[src/rtl/riscv_pkg.sv]
// Shared RISC-V encoding constants, request formats, packer kinds and the
// encoder FSM state type used by immediate_encoder and imm_packer.
package riscv_pkg;

    // Major opcodes
    localparam logic [6:0] OP_IMM    = 7'h13;
    localparam logic [6:0] OP_IMM32  = 7'h1B;
    localparam logic [6:0] OP_LUI    = 7'h37;
    localparam logic [6:0] OP_STORE  = 7'h23;
    localparam logic [6:0] OP_BRANCH = 7'h63;

    // Request format as carried on req_fmt
    typedef enum logic [1:0] {
        FMT_I  = 2'd0,
        FMT_S  = 2'd1,
        FMT_B  = 2'd2,
        FMT_LI = 2'd3
    } req_fmt_e;

    // Bit layout selected inside the packer
    typedef enum logic [1:0] {
        PK_I = 2'd0,
        PK_S = 2'd1,
        PK_B = 2'd2,
        PK_U = 2'd3
    } pack_kind_e;

    // Encoder sequencing states
    typedef enum logic [1:0] {
        ST_IDLE  = 2'd0,
        ST_EMIT1 = 2'd1,
        ST_EMIT2 = 2'd2
    } enc_state_e;

endpackage

[src/rtl/imm_packer.sv]
// Purely combinational field packer: places register fields, funct3, opcode
// and the (already range-checked) low 32 immediate bits into a 32-bit
// instruction word according to the selected layout (I, S, B or U).
module imm_packer
    import riscv_pkg::*;
(
    input  pack_kind_e  kind,
    input  logic [6:0]  opcode,
    input  logic [2:0]  funct3,
    input  logic [4:0]  rd,
    input  logic [4:0]  rs1,
    input  logic [4:0]  rs2,
    input  logic [31:0] imm,
    output logic [31:0] word
);

    // Select the bit layout for the requested instruction format
    always_comb begin
        word = 32'd0;
        case (kind)
            PK_I:    word = {imm[11:0], rs1, funct3, rd, opcode};
            PK_S:    word = {imm[11:5], rs2, rs1, funct3, imm[4:0], opcode};
            PK_B:    word = {imm[12], imm[10:5], rs2, rs1, funct3,
                             imm[4:1], imm[11], opcode};
            PK_U:    word = {imm[31:12], rd, opcode};
            default: word = 32'd0;
        endcase
    end

endmodule

[src/rtl/immediate_encoder.sv]
// Immediate encoder: accepts I/S/B/LI requests through a valid/ready handshake,
// range-checks the full-width signed immediate and streams one or two encoded
// instruction words. Illegal requests are accepted and answered by a one-cycle
// err pulse with no word.
// Optional feature macro: IMMENC_LI_EN enables the LI pseudo-op (ADDI, or
// LUI + optional ADDIW). Without it, LI requests are rejected and instr_last
// is constantly 1.
// IMMSIZE is expected to be at least 32.
module immediate_encoder
    import riscv_pkg::*;
#(
    parameter int INSTRSIZE = 32,
    parameter int IMMSIZE   = 64
) (
    input  logic                 clk,
    input  logic                 rst_n,
    input  logic                 req_valid,
    output logic                 req_ready,
    input  logic [1:0]           req_fmt,
    input  logic [6:0]           req_opcode,
    input  logic [2:0]           req_funct3,
    input  logic [4:0]           req_rd,
    input  logic [4:0]           req_rs1,
    input  logic [4:0]           req_rs2,
    input  logic [IMMSIZE-1:0]   req_imm,
    output logic                 instr_valid,
    input  logic                 instr_ready,
    output logic [INSTRSIZE-1:0] instr,
    output logic                 instr_last,
    output logic                 err
);

    enc_state_e             state_q, state_d;
    logic [INSTRSIZE-1:0]   instr_q, instr_d;
    logic                   err_q, err_d;

    req_fmt_e               fmt_s;
    logic                   accept_s;
    logic                   hs_s;
    logic                   last_s;
    logic                   fits12_s;
    logic                   fits13_s;
    logic                   legal_s;
    logic                   last0_s;

    pack_kind_e             pk0_kind_s;
    logic [6:0]             pk0_op_s;
    logic [2:0]             pk0_f3_s;
    logic [4:0]             pk0_rd_s;
    logic [4:0]             pk0_rs1_s;
    logic [4:0]             pk0_rs2_s;
    logic [31:0]            pk0_imm_s;
    logic [31:0]            pk0_word_s;

`ifdef IMMENC_LI_EN
    logic                   last_q, last_d;
    logic [INSTRSIZE-1:0]   w2_q, w2_d;
    logic [IMMSIZE-12:0]    li_hi_s;
    logic                   fits32_s;
    logic [19:0]            hi20_s;
    logic [11:0]            lo12_s;
    logic [31:0]            pk1_word_s;
`endif

    assign fmt_s       = req_fmt_e'(req_fmt);
    assign instr_valid = (state_q != ST_IDLE);
    assign instr       = instr_q;
    assign err         = err_q;
    assign hs_s        = instr_valid & instr_ready;

`ifdef IMMENC_LI_EN
    assign last_s      = last_q;
`else
    assign last_s      = 1'b1;
`endif
    assign instr_last  = last_s;

    // Ready when idle, or when the final word leaves in this very cycle
    assign req_ready = rst_n & ((state_q == ST_IDLE) | (hs_s & last_s));
    assign accept_s  = req_valid & req_ready;

    // Full-width sign-extension checks: all bits from the top down to the
    // field's sign bit must agree, so no value is truncated before checking.
    assign fits12_s = (&req_imm[IMMSIZE-1:11]) | ~(|req_imm[IMMSIZE-1:11]);
    assign fits13_s = (&req_imm[IMMSIZE-1:12]) | ~(|req_imm[IMMSIZE-1:12]);

`ifdef IMMENC_LI_EN
    // (imm + 0x800) >> 12 computed without the low bits: adding 0x800 only
    // carries imm[11] into bit 12.
    assign li_hi_s  = {req_imm[IMMSIZE-1], req_imm[IMMSIZE-1:12]}
                      + (IMMSIZE-11)'(req_imm[11]);
    assign fits32_s = (&li_hi_s[IMMSIZE-12:19]) | ~(|li_hi_s[IMMSIZE-12:19]);
    assign hi20_s   = li_hi_s[19:0];
    assign lo12_s   = req_imm[11:0];
`endif

    // Decode the request: legality and the fields of the first word
    always_comb begin
        legal_s    = 1'b0;
        last0_s    = 1'b1;
        pk0_kind_s = PK_I;
        pk0_op_s   = req_opcode;
        pk0_f3_s   = req_funct3;
        pk0_rd_s   = req_rd;
        pk0_rs1_s  = req_rs1;
        pk0_rs2_s  = req_rs2;
        pk0_imm_s  = req_imm[31:0];
        case (fmt_s)
            FMT_I: begin
                legal_s    = fits12_s;
                pk0_kind_s = PK_I;
            end
            FMT_S: begin
                legal_s    = fits12_s;
                pk0_kind_s = PK_S;
            end
            FMT_B: begin
                legal_s    = fits13_s & ~req_imm[0];
                pk0_kind_s = PK_B;
            end
            FMT_LI: begin
`ifdef IMMENC_LI_EN
                pk0_f3_s  = 3'd0;
                pk0_rs1_s = 5'd0;
                pk0_rs2_s = 5'd0;
                if (fits12_s) begin
                    legal_s    = 1'b1;
                    pk0_kind_s = PK_I;
                    pk0_op_s   = OP_IMM;
                end else if (fits32_s) begin
                    legal_s    = 1'b1;
                    pk0_kind_s = PK_U;
                    pk0_op_s   = OP_LUI;
                    pk0_imm_s  = {hi20_s, 12'd0};
                    last0_s    = (lo12_s == 12'd0);
                end else begin
                    legal_s    = 1'b0;
                end
`else
                legal_s = 1'b0;
`endif
            end
            default: legal_s = 1'b0;
        endcase
    end

    imm_packer u_pack0 (
        .kind   (pk0_kind_s),
        .opcode (pk0_op_s),
        .funct3 (pk0_f3_s),
        .rd     (pk0_rd_s),
        .rs1    (pk0_rs1_s),
        .rs2    (pk0_rs2_s),
        .imm    (pk0_imm_s),
        .word   (pk0_word_s)
    );

`ifdef IMMENC_LI_EN
    // Second LI word is always ADDIW rd, rd, lo12
    imm_packer u_pack1 (
        .kind   (PK_I),
        .opcode (OP_IMM32),
        .funct3 (3'd0),
        .rd     (req_rd),
        .rs1    (req_rd),
        .rs2    (5'd0),
        .imm    ({20'd0, lo12_s}),
        .word   (pk1_word_s)
    );
`endif

    // Next-state, next-word and error-pulse logic
    always_comb begin
        state_d = state_q;
        instr_d = instr_q;
        err_d   = 1'b0;
`ifdef IMMENC_LI_EN
        last_d  = last_q;
        w2_d    = w2_q;
`endif
        case (state_q)
            ST_IDLE: begin
                state_d = ST_IDLE;
            end
            ST_EMIT1: begin
                if (hs_s) begin
`ifdef IMMENC_LI_EN
                    if (!last_q) begin
                        state_d = ST_EMIT2;
                        instr_d = w2_q;
                        last_d  = 1'b1;
                    end else begin
                        state_d = ST_IDLE;
                    end
`else
                    state_d = ST_IDLE;
`endif
                end else begin
                    state_d = ST_EMIT1;
                end
            end
            ST_EMIT2: begin
`ifdef IMMENC_LI_EN
                if (hs_s) begin
                    state_d = ST_IDLE;
                end else begin
                    state_d = ST_EMIT2;
                end
`else
                state_d = ST_IDLE;
`endif
            end
            default: state_d = ST_IDLE;
        endcase

        // A newly accepted request overrides the drain decision above
        if (accept_s) begin
            if (legal_s) begin
                state_d = ST_EMIT1;
                instr_d = INSTRSIZE'(pk0_word_s);
`ifdef IMMENC_LI_EN
                last_d  = last0_s;
                w2_d    = INSTRSIZE'(pk1_word_s);
`endif
            end else begin
                err_d = 1'b1;
            end
        end else begin
            err_d = 1'b0;
        end
    end

    // State, output word and error pulse registers
    always_ff @(posedge clk or negedge rst_n) begin
        if (!rst_n) begin
            state_q <= ST_IDLE;
            instr_q <= {INSTRSIZE{1'b0}};
            err_q   <= 1'b0;
`ifdef IMMENC_LI_EN
            last_q  <= 1'b0;
            w2_q    <= {INSTRSIZE{1'b0}};
`endif
        end else begin
            state_q <= state_d;
            instr_q <= instr_d;
            err_q   <= err_d;
`ifdef IMMENC_LI_EN
            last_q  <= last_d;
            w2_q    <= w2_d;
`endif
        end
    end

endmodule

[config.mk]
export PLATFORM = sky130hd
export DESIGN_NAME = immediate_encoder
export DESIGN_NICKNAME = d
export VERILOG_FILES = /design/src/rtl/riscv_pkg.sv /design/src/rtl/imm_packer.sv /design/src/rtl/immediate_encoder.sv
export SDC_FILE = /design/constraint.sdc
export NUM_CORES = 1
export LEC_CHECK = 0
export BUFFER_PORTS_ARGS = -buffer_cell sky130_fd_sc_hd__buf_2
export CAP_MARGIN = 20
export CELL_PAD_IN_SITES_DETAIL_PLACEMENT = 0
export CELL_PAD_IN_SITES_GLOBAL_PLACEMENT = 2
export CORE_ASPECT_RATIO = 1.25
export CORE_MARGIN = 10
export CORE_UTILIZATION = 24
export DETAILED_ROUTE_END_ITERATION = 10
export MAX_ROUTING_LAYER = met4
export PLACE_DENSITY_LB_ADDON = 0.05
export SLEW_MARGIN = 10
export SYNTH_ARGS = -nofsm -noshare
export SYNTH_HDL_FRONTEND = slang
export SYNTH_SLANG_ARGS = --single-unit
[constraint.sdc]
create_clock -name clk -period 1.9 [get_ports clk]
set_input_delay 0.095 -clock clk [delete_from_list [all_inputs] [get_ports clk]]
set_output_delay 0.095 -clock clk [all_outputs]
set_load 0.05 [all_outputs]
==> impl_metrics.env, run 1 <==
export IMPL_syn_area_per_cell_um2=10.4
export IMPL_cap_violations=0
export IMPL_via_per_inst=4.90
export IMPL_p_leak_nw=1.93
export IMPL_grt_pass1_vias=2722
export IMPL_power_density_mw_per_mm2=465
export IMPL_synthXorXnorAreaFrac_pct=0
export IMPL_syn_nets=309
export IMPL_crit_path_start="req_imm[19]"
export IMPL_cp_max_fo=5
export IMPL_synthSimpleGateAreaFrac_pct=15.9
export IMPL_worstMarginPinSlew_ns=1.01
export IMPL_place_congestion=0.806
export IMPL_nNetsFinal=480
export IMPL_status="complete, but fails checks"
export IMPL_wl_um=9730
export IMPL_cts_clk_slew_worst_paths_ns=0.08
export IMPL_met1_usage_pct=16.6
export IMPL_cp_arrival_ns=2.19
export IMPL_setup_slack_ns=-0.112
export IMPL_ys_seq_elements=34
export IMPL_hold_ws_ns=0.0172
export IMPL_synthAdderAreaFrac_pct=1.71
export IMPL_criticalPathCategory="in -> reg"
export IMPL_syn_inst=211
export IMPL_slowest_stage="or4_4"
export IMPL_finalSetupViolCount=24
export IMPL_synth_distinct_cells=34
export IMPL_overflow=0
export IMPL_hold_viol_final=0
export IMPL_endpoint_kind="flop"
export IMPL_placed_cell_area_mm2=0.00339
export IMPL_synthMuxAreaShare_pct=8.72
export IMPL_coreArea_mm2=0.00880
export IMPL_grt_max_degree=35
export IMPL_pin_count=131
export IMPL_clkLatencyLatePin_ns=0.29
export IMPL_layout_commonest_cell="buf_2"
export IMPL_yosysSeqAreaShare_pct=38.7
export IMPL_slew_headroom_pct=32.2
export IMPL_final_area_mm2=0.00377
export IMPL_die_area_mm2=0.0134
export IMPL_port_buffers=129
export IMPL_cts_sinks=34
export IMPL_seq_area_um2=852
export IMPL_fmax_ghz=0.497
export IMPL_use_met2_pct=24.8
export IMPL_drive_above_1_share_pct=62.1
export IMPL_total_power_w=0.00175
export IMPL_gr_max_usage_layer="met2"
export IMPL_slew_violations=0
export IMPL_ant_nets=0
export IMPL_n_fill_cell=889
export IMPL_htreeDepth=2
export IMPL_die_w_um=106
export IMPL_multi_input_area_mm2=0.00149
export IMPL_crit_path_frequent_cell="buf_6"
export IMPL_period_needed_ns=2.01
export IMPL_yosys_warnings=0
export IMPL_skew_ns=0.00374
export IMPL_slowest_delay_ns=0.56
export IMPL_required_ns=2.08
export IMPL_hp_class="in -> reg"
export IMPL_floorplan_initialDensity_pct=25.0
export IMPL_grt_pass1_wl_um=15000
export IMPL_rsz0062_at_grt="yes"
export IMPL_detail_route_iter0_violations=61
export IMPL_synth_top_family_by_area="compound AO/OA/AOI/OAI gates"
export IMPL_startpoint_type="input pin"
export IMPL_violations="setup timing"
export IMPL_wire_per_inst_um=19.3
export IMPL_min_delay_start="req_opcode[5]"
export IMPL_final_cell_mix="buf_2 (118), buf_4 (45), dfrtp_1 (33)"
export IMPL_root_buffer="clkbuf_8"
export IMPL_antenna_found_initial=1
export IMPL_syn2layout_area_growth_pct=71.6
export IMPL_cts_buffers=5
export IMPL_rows=38
export IMPL_met3_usage_pct=4.00
export IMPL_r2r_start="state_q[0]$_DFF_PN0_"
export IMPL_path_cells="buf_6 -> nor4_4 -> buf_4 -> nand3_2 -> or4_4 -> a221oi_4 -> buf_6 -> buf_16 -> mux2_4"
export IMPL_die_h_um=127
export IMPL_vdd_drop_max_mv=0.211
export IMPL_pre_cts_ws_ns=-0.530
export IMPL_grtUsageTotal_pct=14.4
export IMPL_cts_max_path_buffers=2
export IMPL_cts_tree="yes"
export IMPL_post_route_period_util_pct=106
export IMPL_synth_compound_area_share_pct=30.3
export IMPL_route_vias_total=2471
export IMPL_drt_pass1_iterations=4
export IMPL_drc=0
export IMPL_hpwl_um=7970
export IMPL_synthesis_area_mm2=0.00220
[stage by stage]
stage / setup TNS, ns / utilization [%] / cells
4_1_cts: -1.61 / 42.6 / 505
5_1_grt: -3.51 / 42.8 / 504
2_1_floorplan: -2.45 / - / 211
6_report: -1.50 / 42.8 / 504
3_5_place_dp: -14.86 / 38.5 / 491
3_3_place_gp: -14.14 / 38.5 / 491
[path summary, 6_finish.rpt]
check,endpoint,slack (ns),cells past startpoint
worst max-delay path,instr[11]$_DFFE_PN0P_,-0.11,9
worst min-delay path,instr[5]$_DFFE_PN0P_,0.02,2
worst max register to register,instr[11]$_DFFE_PN0P_,0.24,6
worst min register to register,instr[5]$_DFFE_PN0P_,0.48,1
max in group asynchronous,state_q[0]$_DFF_PN0_,1.07,3
min in group asynchronous,instr[22]$_DFFE_PN0P_,0.46,3
[cells by family after synthesis]
kind of cell / after synthesis
compound gates: 76
simple gates: 60
flops: 34
buf+inv: 20
mux: 17
fa+ha+maj: 3
other cells: 1
[per-layer routing]
metal	up-vias	part of all wire, %
met5	-	0
met4	0	0.96
met3	7	5.9
met2	79	50
met1	1196	43
li1	1189	-
[power by group]
group / leakage [nW] / total (W) / internal, W / switching [W]
Clock: 0.0472 / 0.000577 / 0.000291 / 0.000286
Combinational: 1.41 / 0.000452 / 0.000220 / 0.000232
Sequential: 0.473 / 0.000724 / 0.000724 / 0.000000252
[cell type report]
type                    instances  area share (%)
multi-input cells             157            39.6
repair buffers                180            30.8
flip-flops and latches         34            22.6
well taps                     120            3.99
clock buffers                   6            2.19
inverters                       4           0.465
clock inverters                 2           0.332
diodes                          1          0.0664
[cells in the mapped netlist]
library cell / n / share of area [%]
dfrtp_1: 34 / 39
a21o_1: 20 / 6.8
nand4_1: 16 / 4.6
nor4_1: 15 / 4.3
a221oi_1: 14 / 5.6
mux2_1: 14 / 7.2
clkbuf_1: 10 / 1.7
nor2b_1: 10 / 2.8
a2bb2oi_2: 9 / 6.2
nand2_1: 8 / 1.4
a21oi_1: 6 / 1.4
a22oi_1: 6 / 2.1
a2bb2oi_1: 6 / 2.4
o21ai_0: 6 / 1.4
a221o_1: 5 / 2.3
inv_1: 4 / 0.68
nor2_1: 4 / 0.68
ha_1: 3 / 1.7
mux2_2: 3 / 1.5
buf_4: 2 / 0.68
buf_6: 2 / 1.0
nand3_1: 2 / 0.46
a211oi_1: 1 / 0.34
a21boi_0: 1 / 0.34
a221oi_4: 1 / 1.2
buf_1: 1 / 0.17
buf_2: 1 / 0.23
conb_1: 1 / 0.17
nor3_1: 1 / 0.23
nor3b_1: 1 / 0.34
o211ai_1: 1 / 0.34
or2_2: 1 / 0.29
or4_1: 1 / 0.34
or4_4: 1 / 0.51
[timing repair]
item	4_1_cts	5_1_grt
cloned	2	0
setup endpoints to repair	31	33
pin swaps	3	6
gates resized for setup	35	9
hold buffers	1	0
buffers inserted	4	0
endpoints found under the hold margin	26	0
[worst max-delay path, delay by kind of cell]
| family | cells | cell delay [ns] |
|---|---|---|
| AND/OR/NAND/NOR | 3 | 0.88 |
| buffers and inverters | 4 | 0.56 |
| AO/OA/AOI/OAI | 1 | 0.36 |
| multiplexers | 1 | 0.29 |
[state kept, by name, summed over array words and instances (netlist names)]
| register | count |
|---|---|
| err | 1 |
| state_q | 1 |
| instr | 32 |
(Power assumes the default switching activity.)
==> run 2, diff against run 1 <==
--- a/config.mk
+++ b/config.mk
@@ -10,7 +10,7 @@
 export CELL_PAD_IN_SITES_DETAIL_PLACEMENT = 0
 export CELL_PAD_IN_SITES_GLOBAL_PLACEMENT = 2
 export CORE_ASPECT_RATIO = 1.25
-export CORE_MARGIN = 10
+export CORE_MARGIN = 3
 export CORE_UTILIZATION = 24
 export DETAILED_ROUTE_END_ITERATION = 10
 export MAX_ROUTING_LAYER = met4
==> constraint.sdc (replaced) <==
create_clock -name clk -period 1.9 [get_ports clk]
set_input_delay 0.38 -clock clk [delete_from_list [all_inputs] [get_ports clk]]
set_output_delay 0.38 -clock clk [all_outputs]
set_load 0.05 [all_outputs]
==> impl_metrics.env, run 2 (synthesis gave the netlist of run 1 again) <==
export IMPL_status="complete, but fails checks"
export IMPL_violations="setup timing"
export IMPL_period_needed_ns=2.29
export IMPL_path_cells="buf_6 -> nor4_2 -> buf_4 -> nand4_1 -> or4_4 -> a221oi_4 -> buf_6 -> mux2_4"
export IMPL_port_buffers=129
export IMPL_cp_arrival_ns=2.48
export IMPL_n_fill_cell=909
export IMPL_reg2reg_slack_ns=0.23
export IMPL_largest_reg_flops=32
export IMPL_p_leak_nw=1.96
export IMPL_cts_sinks=34
export IMPL_overflow=0
export IMPL_final_cell_mix="buf_2 (116), buf_4 (45), dfrtp_1 (34)"
export IMPL_placedCellCount=496
export IMPL_coreArea_mm2=0.00880
export IMPL_grt_pass1_vias=2683
export IMPL_path_delay_family="simple AND/OR/NAND/NOR gates"
export IMPL_fmax_ghz=0.436
export IMPL_crit_path_frequent_cell="buf_6"
export IMPL_criticalPathCategory="in -> reg"
export IMPL_post_route_period_util_pct=121
export IMPL_rows=38
export IMPL_antenna_found_initial=0
export IMPL_hold_viol_final=0
export IMPL_final_setup_tns_ns=-11.48
export IMPL_syn2layout_area_growth_pct=74.0
export IMPL_nNetsFinal=481
export IMPL_die_w_um=91.6
export IMPL_layout_commonest_cell="buf_2"
export IMPL_post_cts_buffers=0
export IMPL_grtUsageTotal_pct=18.4
export IMPL_place_congestion=0.806
export IMPL_die_h_um=113
export IMPL_drt_pass1_iterations=4
export IMPL_cap_violations=0
export IMPL_htreeDepth=2
export IMPL_detail_route_iter0_violations=55
export IMPL_cts_buffers=5
export IMPL_finalSetupViolCount=34
export IMPL_wire_per_inst_um=18.2
export IMPL_die_area_mm2=0.0103
export IMPL_cp_max_fo=8
export IMPL_power_density_mw_per_mm2=527
export IMPL_root_buffer="clkbuf_8"
export IMPL_pin_count=131
export IMPL_layout_cells_non_filler=504
export IMPL_num_antenna_cells=0
export IMPL_drive_above_1_share_pct=62.8
export IMPL_pre_cts_ws_ns=-0.757
export IMPL_cp_num_buf_inv=3
export IMPL_grt_pass1_wl_um=14300
export IMPL_skew_ns=0.00552
export IMPL_cts_clk_slew_worst_paths_ns=0.08
export IMPL_cts_tree="yes"
export IMPL_floorplan_initialDensity_pct=25.0
export IMPL_required_ns=2.08
export IMPL_wl_um=9170
export IMPL_slew_violations=0
export IMPL_hpwl_um=7230
export IMPL_slowest_delay_ns=0.56
export IMPL_cts_max_path_buffers=2
export IMPL_route_vias_total=2501
export IMPL_hp_class="in -> async"
export IMPL_clkLatencyLatePin_ns=0.29
export IMPL_via_per_inst=4.96
export IMPL_ant_nets=0
export IMPL_setup_slack_ns=-0.391
export IMPL_vdd_drop_max_mv=0.275
export IMPL_startpoint_type="input pin"
export IMPL_grt_max_degree=35
export IMPL_rsz0062_at_grt="yes"
export IMPL_drc=0
export IMPL_slowest_stage="or4_4"
export IMPL_endpoint_kind="flop"
## run 2: timing repair
item | in CTS | in global routing
pin swaps | 11 | 6
gates cloned | 1 | 0
hold buffers | 0 | 0
gates resized for setup | 48 | 10
hold endpoints to repair | 0 | 0
endpoints found under the setup margin | 34 | 34
## run 2: worst paths after layout
| kind | from | to | cells past startpoint |
|---|---|---|---|
| min reg2reg | instr[4]$_DFFE_PN0P_ | instr[4]$_DFFE_PN0P_ | 1 |
| max | req_imm[27] | instr[7]$_DFFE_PN0P_ | 8 |
| min in group clk | req_opcode[3] | instr[3]$_DFFE_PN0P_ | 2 |
| max reg2reg | state_q[0]$_DFF_PN0_ | instr[7]$_DFFE_PN0P_ | 5 |
| min | rst_n | instr[11]$_DFFE_PN0P_ | 2 |
| max in group asynchronous | rst_n | instr[13]$_DFFE_PN0P_ | 2 |
## run 2: area by class of cell
cell class	instances	area [um^2]	share of cell area, %
clock buffer	5	68.8	1.80
inverter	4	17.5	0.458
clock inverter	3	68.8	1.80
sequential	34	851	22.3
timing repair buffer	181	1160	30.5
multi-input combinational	157	1500	39.3
tap	120	150	3.93
## run 2: power by group
group	internal, W	switching, W	total (W)
clock network	0.000526	0.000302	0.000828
registers	0.000724	0.000000328	0.000724
logic	0.000227	0.000235	0.000462
## run 2: through the flow
| step | util [%] | hold slack [ns] | cell area (um^2) | total power (W) |
|---|---|---|---|---|
| after floorplan | - | 0.0844 | 2310 | 0.000904 |
| final | 43.4 | 0.238 | 3820 | 0.00201 |
| after global routing | 43.4 | 0.263 | 3820 | 0.00212 |
| after global placement | 38.8 | 0.467 | 3420 | 0.00117 |
| after CTS | 43.0 | 0.249 | 3780 | 0.00203 |
| after detailed placement | 38.8 | 0.469 | 3420 | 0.00117 |
## run 2: metal layers
layer	wire length (um)	GRT usage, %	up-vias
li1	-	-	1189
met1	3980	22.7	1217
met2	4590	30.8	85
met3	443	3.66	10
met4	156	5.13	0
met5	0	-	-
